File: config.mk
export PLATFORM = sky130hd
export DESIGN_NAME = timer_ctrl_mc_flat
export DESIGN_NICKNAME = d
export VERILOG_FILES = /design/src/rtl/timer_pkg.sv /design/src/rtl/timer_ctrl_mc_if.sv /design/src/rtl/timer_chan.sv /design/src/rtl/timer_ctrl_mc.sv /design/src/flat_wrapper.sv
export SDC_FILE = /design/constraint.sdc
export NUM_CORES = 1
export LEC_CHECK = 0
export ABC_AREA = 0
export BUFFER_PORTS_ARGS = -buffer_cell sky130_fd_sc_hd__clkbuf_2
export CAP_MARGIN = 30
export CORE_UTILIZATION = 30
export DETAILED_ROUTE_END_ITERATION = 16
export GPL_TIMING_DRIVEN = 1
export MAX_ROUTING_LAYER = met4
export PLACE_DENSITY = 0.52
export SLEW_MARGIN = 20
export SYNTH_ARGS = -nofsm -noshare
export SYNTH_HDL_FRONTEND = slang
export SYNTH_HIERARCHICAL = 1
export SYNTH_SLANG_ARGS = --single-unit
File: constraint.sdc
create_clock -name msclk -period 2.5 [get_ports msclk]
set_clock_uncertainty 0.1 [all_clocks]
set_input_delay 0.25 -clock msclk [delete_from_list [all_inputs] [get_ports msclk]]
set_output_delay 0.25 -clock msclk [all_outputs]
set_load 0.05 [all_outputs]
File: src/rtl/timer_pkg.sv
// Shared constants for the multi-channel stopwatch controller: FSM encoding
// and the input-event slots, listed from highest to lowest priority.
package timer_pkg;

    localparam int ST_W = 2;

    localparam logic [ST_W-1:0] ST_IDLE  = 2'b00;
    localparam logic [ST_W-1:0] ST_RUN   = 2'b01;
    localparam logic [ST_W-1:0] ST_PAUSE = 2'b10;

    // Only the highest-priority edge present in a cycle acts: clr > stop > start > inc.
    localparam int EV_N     = 4;
    localparam int EV_CLR   = 3;
    localparam int EV_STOP  = 2;
    localparam int EV_START = 1;
    localparam int EV_INC   = 0;

endpackage

File: src/rtl/timer_ctrl_mc_if.sv
// Button/status bundle between the debounced front panel and the display path.
interface timer_ctrl_mc_if #(
    parameter int N_CH  = 2,
    parameter int CNT_W = 16
);
    logic [N_CH-1:0]       start;
    logic [N_CH-1:0]       stop;
    logic [N_CH-1:0]       inc;
    logic [N_CH-1:0]       clr;
    logic [N_CH-1:0]       cen;
    logic [N_CH-1:0]       running;
    logic [N_CH-1:0]       wrap;
    logic [N_CH*CNT_W-1:0] count;

    modport master (
        output start, stop, inc, clr,
        input  cen, running, wrap, count
    );

    modport slave (
        input  start, stop, inc, clr,
        output cen, running, wrap, count
    );
endinterface

File: src/rtl/timer_chan.sv
// One stopwatch channel: input sync/edge detect, run/pause/idle FSM,
// inc auto-repeat and the wrapping count register.
module timer_chan
    import timer_pkg::*;
#(
    parameter int CNT_W      = 16,
    parameter int CNT_MAX    = 9999,
    parameter int REPEAT_DLY = 500,
    parameter int REPEAT_PER = 100
) (
    input  logic             i_clk,
    input  logic             i_rst_n,
    input  logic             i_start,
    input  logic             i_stop,
    input  logic             i_inc,
    input  logic             i_clr,
    output logic             o_cen,
    output logic             o_running,
    output logic             o_wrap,
    output logic [CNT_W-1:0] o_count
);

    localparam int RPT_MAX = (REPEAT_DLY > REPEAT_PER) ? REPEAT_DLY : REPEAT_PER;
    localparam int RPT_W   = $clog2(RPT_MAX + 1);

    localparam logic [CNT_W-1:0] CNT_LAST  = CNT_W'(CNT_MAX);
    localparam logic [RPT_W-1:0] RPT_DLY_V = RPT_W'(REPEAT_DLY);
    localparam logic [RPT_W-1:0] RPT_PER_V = RPT_W'(REPEAT_PER);

    logic [EV_N-1:0]  r_in_q;
    logic [EV_N-1:0]  r_in_qq;
    logic [EV_N-1:0]  r_edge;
    logic             r_inc_lvl;
    logic [ST_W-1:0]  r_state;
    logic [RPT_W-1:0] r_rpt;
    logic             r_rpt_fast;
    logic             r_rpt_act;
    logic             r_cen;
    logic             r_running;
    logic             r_wrap;
    logic [CNT_W-1:0] r_count;

    logic             w_sel_clr;
    logic             w_sel_stop;
    logic             w_sel_start;
    logic             w_sel_inc;
    logic [ST_W-1:0]  w_next;
    logic             w_step_man;
    logic [RPT_W-1:0] w_rpt_tgt;
    logic [RPT_W-1:0] w_rpt_inc;
    logic             w_rpt_keep;
    logic             w_auto;

    // Edges are registered so the inc level is delayed to line up with them.
    always_ff @(posedge i_clk) begin
        if (!i_rst_n) begin
            r_in_q    <= '0;
            r_in_qq   <= '0;
            r_edge    <= '0;
            r_inc_lvl <= 1'b0;
        end else begin
            r_in_q    <= {i_clr, i_stop, i_start, i_inc};
            r_in_qq   <= r_in_q;
            r_edge    <= r_in_q & ~r_in_qq;
            r_inc_lvl <= r_in_q[EV_INC];
        end
    end

    assign w_sel_clr   = r_edge[EV_CLR];
    assign w_sel_stop  = r_edge[EV_STOP]  & ~r_edge[EV_CLR];
    assign w_sel_start = r_edge[EV_START] & ~(|r_edge[EV_CLR:EV_STOP]);
    assign w_sel_inc   = r_edge[EV_INC]   & ~(|r_edge[EV_CLR:EV_START]);

    always_comb begin
        w_next     = r_state;
        w_step_man = 1'b0;
        if (w_sel_clr) begin
            w_next = ST_IDLE;
        end else begin
            case (r_state)
                ST_IDLE: begin
                    if (w_sel_start) begin
                        w_next = ST_RUN;
                    end else if (w_sel_inc) begin
                        w_next     = ST_PAUSE;
                        w_step_man = 1'b1;
                    end else begin
                        w_next = ST_IDLE;
                    end
                end
                ST_RUN: begin
                    if (w_sel_stop) begin
                        w_next = ST_PAUSE;
                    end else begin
                        w_next = ST_RUN;
                    end
                end
                ST_PAUSE: begin
                    if (w_sel_start) begin
                        w_next = ST_RUN;
                    end else if (w_sel_inc) begin
                        w_next     = ST_PAUSE;
                        w_step_man = 1'b1;
                    end else begin
                        w_next = ST_PAUSE;
                    end
                end
                default: w_next = ST_IDLE;
            endcase
        end
    end

    // The repeat counter only survives while parked in PAUSE with inc still held.
    always_comb begin
        w_rpt_tgt  = r_rpt_fast ? RPT_PER_V : RPT_DLY_V;
        w_rpt_inc  = r_rpt + RPT_W'(1);
        w_rpt_keep = (r_state == ST_PAUSE) && (w_next == ST_PAUSE) && r_inc_lvl && r_rpt_act;
        w_auto     = w_rpt_keep && !w_step_man && (w_rpt_inc == w_rpt_tgt);
    end

    always_ff @(posedge i_clk) begin
        if (!i_rst_n) begin
            r_rpt      <= '0;
            r_rpt_fast <= 1'b0;
            r_rpt_act  <= 1'b0;
        end else if (w_step_man) begin
            r_rpt      <= '0;
            r_rpt_fast <= 1'b0;
            r_rpt_act  <= 1'b1;
        end else if (!w_rpt_keep) begin
            r_rpt      <= '0;
            r_rpt_fast <= 1'b0;
            r_rpt_act  <= 1'b0;
        end else if (w_auto) begin
            r_rpt      <= '0;
            r_rpt_fast <= 1'b1;
            r_rpt_act  <= 1'b1;
        end else begin
            r_rpt      <= w_rpt_inc;
            r_rpt_fast <= r_rpt_fast;
            r_rpt_act  <= r_rpt_act;
        end
    end

    always_ff @(posedge i_clk) begin
        if (!i_rst_n) begin
            r_state   <= ST_IDLE;
            r_running <= 1'b0;
            r_cen     <= 1'b0;
        end else begin
            r_state   <= w_next;
            r_running <= (w_next == ST_RUN);
            r_cen     <= (w_next == ST_RUN) | w_step_man | w_auto;
        end
    end

    // Count follows cen one edge later; a clear wins over a pending advance.
    always_ff @(posedge i_clk) begin
        if (!i_rst_n) begin
            r_count <= '0;
            r_wrap  <= 1'b0;
        end else if (w_sel_clr) begin
            r_count <= '0;
            r_wrap  <= 1'b0;
        end else if (r_cen) begin
            if (r_count == CNT_LAST) begin
                r_count <= '0;
                r_wrap  <= 1'b1;
            end else begin
                r_count <= r_count + CNT_W'(1);
                r_wrap  <= 1'b0;
            end
        end else begin
            r_count <= r_count;
            r_wrap  <= 1'b0;
        end
    end

    assign o_cen     = r_cen;
    assign o_running = r_running;
    assign o_wrap    = r_wrap;
    assign o_count   = r_count;

endmodule

File: src/rtl/timer_ctrl_mc.sv
// Multi-channel stopwatch controller: N_CH independent timer_chan instances
// and the packing of their outputs onto the shared bus.
module timer_ctrl_mc #(
    parameter int N_CH       = 2,
    parameter int CNT_W      = 16,
    parameter int CNT_MAX    = 9999,
    parameter int REPEAT_DLY = 500,
    parameter int REPEAT_PER = 100
) (
    input  logic           msclk,
    input  logic           reset_n,
    timer_ctrl_mc_if.slave bus
);

    logic [N_CH-1:0]       w_cen;
    logic [N_CH-1:0]       w_running;
    logic [N_CH-1:0]       w_wrap;
    logic [N_CH*CNT_W-1:0] w_count;

    for (genvar gi = 0; gi < N_CH; gi++) begin : g_ch
        timer_chan #(
            .CNT_W      (CNT_W),
            .CNT_MAX    (CNT_MAX),
            .REPEAT_DLY (REPEAT_DLY),
            .REPEAT_PER (REPEAT_PER)
        ) u_chan (
            .i_clk     (msclk),
            .i_rst_n   (reset_n),
            .i_start   (bus.start[gi]),
            .i_stop    (bus.stop[gi]),
            .i_inc     (bus.inc[gi]),
            .i_clr     (bus.clr[gi]),
            .o_cen     (w_cen[gi]),
            .o_running (w_running[gi]),
            .o_wrap    (w_wrap[gi]),
            .o_count   (w_count[gi*CNT_W +: CNT_W])
        );
    end

    assign bus.cen     = w_cen;
    assign bus.running = w_running;
    assign bus.wrap    = w_wrap;
    assign bus.count   = w_count;

endmodule
File: src/flat_wrapper.sv
// flat-port wrapper written by rule: the top's interface ports become plain ports
module timer_ctrl_mc_flat 
#(
    parameter int N_CH       = 2,
    parameter int CNT_W      = 16,
    parameter int CNT_MAX    = 9999,
    parameter int REPEAT_DLY = 500,
    parameter int REPEAT_PER = 100
)
  (msclk, reset_n, bus_start, bus_stop, bus_inc, bus_clr, bus_cen, bus_running, bus_wrap, bus_count);
  timer_ctrl_mc_if #(.N_CH(N_CH), .CNT_W(CNT_W)) bus_i ();
  input  logic msclk;
  input  logic reset_n;
  input wire logic [$bits(bus_i.start)-1:0] bus_start;
  input wire logic [$bits(bus_i.stop)-1:0] bus_stop;
  input wire logic [$bits(bus_i.inc)-1:0] bus_inc;
  input wire logic [$bits(bus_i.clr)-1:0] bus_clr;
  output wire logic [$bits(bus_i.cen)-1:0] bus_cen;
  output wire logic [$bits(bus_i.running)-1:0] bus_running;
  output wire logic [$bits(bus_i.wrap)-1:0] bus_wrap;
  output wire logic [$bits(bus_i.count)-1:0] bus_count;
  assign bus_i.start = bus_start;
  assign bus_i.stop = bus_stop;
  assign bus_i.inc = bus_inc;
  assign bus_i.clr = bus_clr;
  assign bus_cen = bus_i.cen;
  assign bus_running = bus_i.running;
  assign bus_wrap = bus_i.wrap;
  assign bus_count = bus_i.count;
  timer_ctrl_mc #(.N_CH(N_CH), .CNT_W(CNT_W), .CNT_MAX(CNT_MAX), .REPEAT_DLY(REPEAT_DLY), .REPEAT_PER(REPEAT_PER)) u_core (.msclk(msclk), .reset_n(reset_n), .bus(bus_i));
endmodule
Yosys cells after proc, flatten, opt, wreduce, memory -nomap -nowiden
Index checks and enable logic that the tools add are counted.
W data, S select, Z words.
- register bits: 90
- input port bits: 10
- output and inout port bits: 38
- mux-type cells: 32
- reduce and logical (&&, ||, !) cells: 28
- equality and inequality tests: 14
- $add $sub $neg: 4
- bitwise operators: 25
- operators with widths (operator ; number):
    $add A16 B1 Y16 const B ; 2
    $eq A16 B14 Y1 const B ; 2
    $mux W16 ; 2
    $mux W2 ; 10
    $add A9 B1 Y9 const B ; 2
    $eq A9 B9 Y1 ; 2
    $mux W9 ; 2
    $reduce_or A3 Y1 ; 6
    $mux W1 ; 16
    $pmux W2 S3 ; 2
    $reduce_or A2 Y1 ; 6
    $not A1 Y1 ; 11
    $logic_and A1 B1 Y1 ; 10
    $and A4 B4 Y4 ; 2
    $eq A2 B1 Y1 const B ; 4
    $eq A2 B2 Y1 const B ; 4
    $not A4 Y4 ; 2
    $reduce_or A4 Y1 ; 2
    $and A1 B1 Y1 ; 6
    $ne A3 B2 Y1 const B ; 2
    $logic_not A2 Y1 ; 2
    $or A1 B1 Y1 ; 4
    $logic_not A1 Y1 ; 2

Logic depth before layout (Yosys ltp)
- depth in word-level cells: 16
- depth in mapped cells: 7

Hierarchy
Netlist, hierarchy kept.
- modules (own cells, without submodules) (module ; instances ; area an instance (sq um) ; cells each ; seq. area each (sq um)):
    timer_chan (u_core.g_ch[1].u_chan) ; 1 ; 2060.7 ; 215 ; 880.8
    timer_chan (u_core.g_ch[0].u_chan) ; 1 ; 1958.1 ; 215 ; 880.8

Least setup slack after synthesis
OpenSTA, ideal clock, no wires.
- path type: reg-to-reg
- start point: register u_core.g_ch[1].u_chan.r_count[0]
- end point: register u_core.g_ch[1].u_chan.r_count[0]
- data required time: 2283 ps
- setup time: 117 ps
- slack: 423 ps
- path buffers: 1
- cell stages (with the launch flop): 8
- period minus slack after synthesis: 2077 ps
- data arrival time: 1860 ps
- path through: dfxtp_1 ha_1 nand4_1 nor2_1 nand4_1 nand2_1 buf_2 nor2_1
- word-level cells in the longest chain between the ends: 2
- ends and longest elaborated chain (element ; line ; text):
    from (decl) ; timer_chan.sv:41 ; logic [CNT_W-1:0] r_count;
    from (signal assigned) ; timer_chan.sv:170 ; r_count <= r_count + CNT_W'(1);
    from (signal assigned) ; timer_chan.sv:174 ; r_count <= r_count;
    $add A16 B1 Y16 / $eq A16 B14 Y1 (equally long branches) ; timer_chan.sv:170, timer_chan.sv:166 ;
    $mux W16 * ; timer_chan.sv:166 ; if (r_count == CNT_LAST) begin
Every way passes the cells marked *; elsewhere a longest branch is shown, timed or not.
A chain may end at the register's enable or synchronous reset.

Worst setup path after layout
- start point: register u_core.g_ch[0].u_chan.r_rpt[0]
- end point: register u_core.g_ch[0].u_chan.r_cen
- word-level cells in the longest chain between the ends: 4
- ends and longest elaborated chain (element ; line ; text):
    from (decl) ; timer_chan.sv:35 ; logic [RPT_W-1:0] r_rpt;
    from (signal assigned) ; timer_chan.sv:139 ; r_rpt <= w_rpt_inc;
    $add A9 B1 Y9 ; timer_chan.sv:116 ; w_rpt_inc = r_rpt + RPT_W'(1);
    $eq A9 B9 Y1 ; timer_chan.sv:118 ; w_auto = w_rpt_keep && !w_step_man && (w_rpt_inc == w_rpt_tgt);
    $logic_and A1 B1 Y1 ; timer_chan.sv:118 ;
    $or A1 B1 Y1 ; timer_chan.sv:153 ; r_cen <= (w_next == ST_RUN) | w_step_man | w_auto;
    to (signal assigned) ; timer_chan.sv:153 ;
    to (decl) ; timer_chan.sv:38 ; logic r_cen;
No other way between the ends.

==> reports/results.txt <==
top-area cell type share of the netlist area: 43.8%
share of flip-flops with an asynchronous set or reset: 0%
P_int: 2.24 mW
initial antenna violation count: 0
class of the most critical setup path: register to register
DR WL/cell: 12.5 µm
Avg Cell Area, Syn: 9.35 µm²
GRT Total Usage: 12.8%
f_max: 0.454 GHz
CTS sink count: 88
RSZ-0062 raised after global routing: false
startpoint types: register
Switch Pwr: 639 µW
final non-filler cell total: 655
Syn Std Cell Area: 4020 µm²
Final min period: 2.20 ns
clk root buf: clkbuf_16
Post-Route WL: 8220 µm
Warnings, synthesis: 6
setup TNS: 0 ns
Final Cell Area: 4700 µm²
Final Hold Fails: 0
Die X-Extent: 118 µm
static leakage: 1.72 nW
top cells by area, synth: dfxtp_1 (44%), xor2_1 (5.7%), nor2_1 (5.1%), xnor2_1 (4.1%), and2_1 (3.1%)
combinational fraction of design power: 3.7%
CP required: 2.68 ns
Cell Rows: 41
clk slew on worst S/H paths: 0.06 ns
# IOs: 48
Vias per Instance: 4.82
power share of the clock group: 46.0%
# DRC: 0
largest area contributor in the netlist: dfxtp_1
post-synthesis cell count: 430
area delta synth->final: 16.9%
CTS Buffer Depth: 2
Initial Utilization: 31.3%
Main synth FF type: dfxtp_1
setup slack after layout: 0.296 ns
clock latency on the worst-skew pair: 0.34 ns
sequential share of the synthesized area: 43.8%
Core Box Area: 12800 µm²
Slew headroom: 53.9%
min-delay worst type: input pin to register
nets: 494
VDD IR max: 0.301 mV
post-synth cell types: 58
Seq pwr share: 50.3%
Worst setup EP type: register
Sw Share: 22.2%
vias: 3156
vias in the first global route: 2971
global route overflow: 0
Post-DRT Antenna Nets: 0
die area: 13900 µm²
number of buffers added for setup after CTS: 0
Seq cells post-synth: 88
Setup violations, final: 0
commonest non-fill, non-tap cell in the layout: dfxtp_1
dpl cell area: 4400 µm²
slew at the pin with the worst max-slew slack: 0.674 ns
placed cells: 639
status: completed
crit path DAT: 2.39 ns
Die Y: 118 µm
CTS tree: built
Slew Limit Fails: 0
Final Cycle Share: 88.2%
pre-CTS setup slack: 0.239 ns
highest net fanout along the worst path: 10
drt initial violations: 268
layout cells sized above 1: 17.2%
H-tree Lvls: 3
CTS buffer count: 9
antenna diode instance count: 0
Routability Congestion: 0.856
IO Port Bufs: 47
pin count of the biggest net entering global routing: 26
Post-synth EDFFs: 0
drt pass-1 iters: 4
most frequent cells in the layout: dfxtp_1 (88), nor2_1 (55), clkbuf_2 (47), nand2_1 (32), xor2_1 (26)
hpwl dp: 5740 µm
pwr/cell area: 613 nW/µm²
Max Cap Viol: 0
Syn Nets: 446
Core Util, Final: 36.6%
first-pass GRT wire length: 14200 µm
registers in the layout, summed over array words and instances, names as in the netlist:
| name | flops |
|---|---|
| u_core/g_ch.u_chan/o_count | 32 |
| u_core/g_ch.u_chan/r_rpt | 18 |
| u_core/g_ch.u_chan/r_edge | 8 |
| u_core/g_ch.u_chan/r_in_q | 8 |
| u_core/g_ch.u_chan/r_in_qq | 8 |
| u_core/g_ch.u_chan/r_state | 4 |
| u_core/g_ch.u_chan/o_cen | 2 |
| u_core/g_ch.u_chan/o_running | 2 |
| u_core/g_ch.u_chan/o_wrap | 2 |
| u_core/g_ch.u_chan/r_rpt_act | 2 |
| u_core/g_ch.u_chan/r_rpt_fast | 2 |
worst paths after layout:
| kind | depth (start not counted) | slack, ns | end | from |
|---|---|---|---|---|
| max | 6 | 0.30 | u_core/g_ch[0].u_chan/o_cen | u_core/g_ch[0].u_chan/r_rpt[0] |
| max reg2reg | 6 | 0.30 | u_core/g_ch[0].u_chan/o_cen | u_core/g_ch[0].u_chan/r_rpt[0] |
| min | 2 | 0.02 | u_core/g_ch[0].u_chan/r_in_q[3] | bus_clr[0] |
| min reg2reg | 1 | 0.28 | u_core/g_ch[0].u_chan/r_edge[3] | u_core/g_ch[0].u_chan/r_in_qq[3] |
cell type report:
class | instances | area, µm²
Clock inverter | 5 | 57.6
Inverter | 6 | 22.5
Multi-Input combinational cell | 322 | 2140
Fill cell | 1331 | 8130
Timing Repair Buffer | 51 | 265
Tap cell | 172 | 215
Sequential cell | 88 | 1760
Clock buffer | 11 | 233
critical path, cell delays in order (launching register included):
cell and delay, ns:
dfxtp_1 0.50, ha_1 0.35, nand3_1 0.13, xor2_1 0.47, o311ai_2 0.23, o31ai_4 0.16, a41o_1 0.22
layer usage:
| metal | routed length, µm | up-vias | global-route usage, % |
|---|---|---|---|
| met2 | 3450 | 70 | 18.2 |
| met5 | 0 | - | - |
| li1 | - | 1620 | - |
| met4 | 172 | 0 | 6.09 |
| met3 | 359 | 18 | 3.10 |
| met1 | 4230 | 1448 | 17.1 |
Yosys cell counts (all sizes together), types with 2 or more instances:
library cell,number
dfxtp,88
nor2,56
nand2,32
xor2,26
and2,20
xnor2,19
nor3,18
nand3,14
a211oi,13
nand4,13
and3,12
nor2b,11
a21oi,10
buf,10
nor4,7
o21ai,7
a2111oi,6
ha,6
inv,6
nand2b,6
nand4b,6
o21a,5
clkbuf,4
nor4b,4
and4b,3
nor3b,3
o31ai,3
o211ai,2
o311ai,2
o31a,2
or2,2
what timing repair did:
action | 4_1_cts | 5_1_grt
hold buffers | 0 | 0
endpoints found under the setup margin | 0 | 3
gates resized for setup | 0 | 1
power groups by stage:
stage | registers, mW | clock network [mW] | logic (mW)
finish | 1.45 | 1.33 | 0.106
global route | 1.45 | 1.44 | 0.117
CTS | 1.45 | 1.37 | 0.107
detailed placement | 1.48 | 0 | 0.107
global placement | 1.48 | 0 | 0.106
floorplan | 1.49 | 0 | 0.0586
metrics by stage:
step	total power [mW]	hold slack [ns]
floorplan	1.55	0.267
global placement	1.59	0.272
detailed placement	1.59	0.272
CTS	2.92	0.00549
global route	3.01	0.0141
finish	2.88	0.0175
kinds of logic (layout without fill, tap and decap cells):
family / count (synthesis) / after routing / synth area share [%]
simple gates: 211 / 211 / 28.9
compound gates: 59 / 59 / 12.3
flops: 88 / 88 / 43.8
mux: 1 / 1 / 0.249
xor+xnor: 45 / 45 / 9.81
buf+inv: 20 / 73 / 3.02
fa+ha+maj: 6 / 6 / 1.87
No activity file was read; power rests on OpenSTA's default activity.
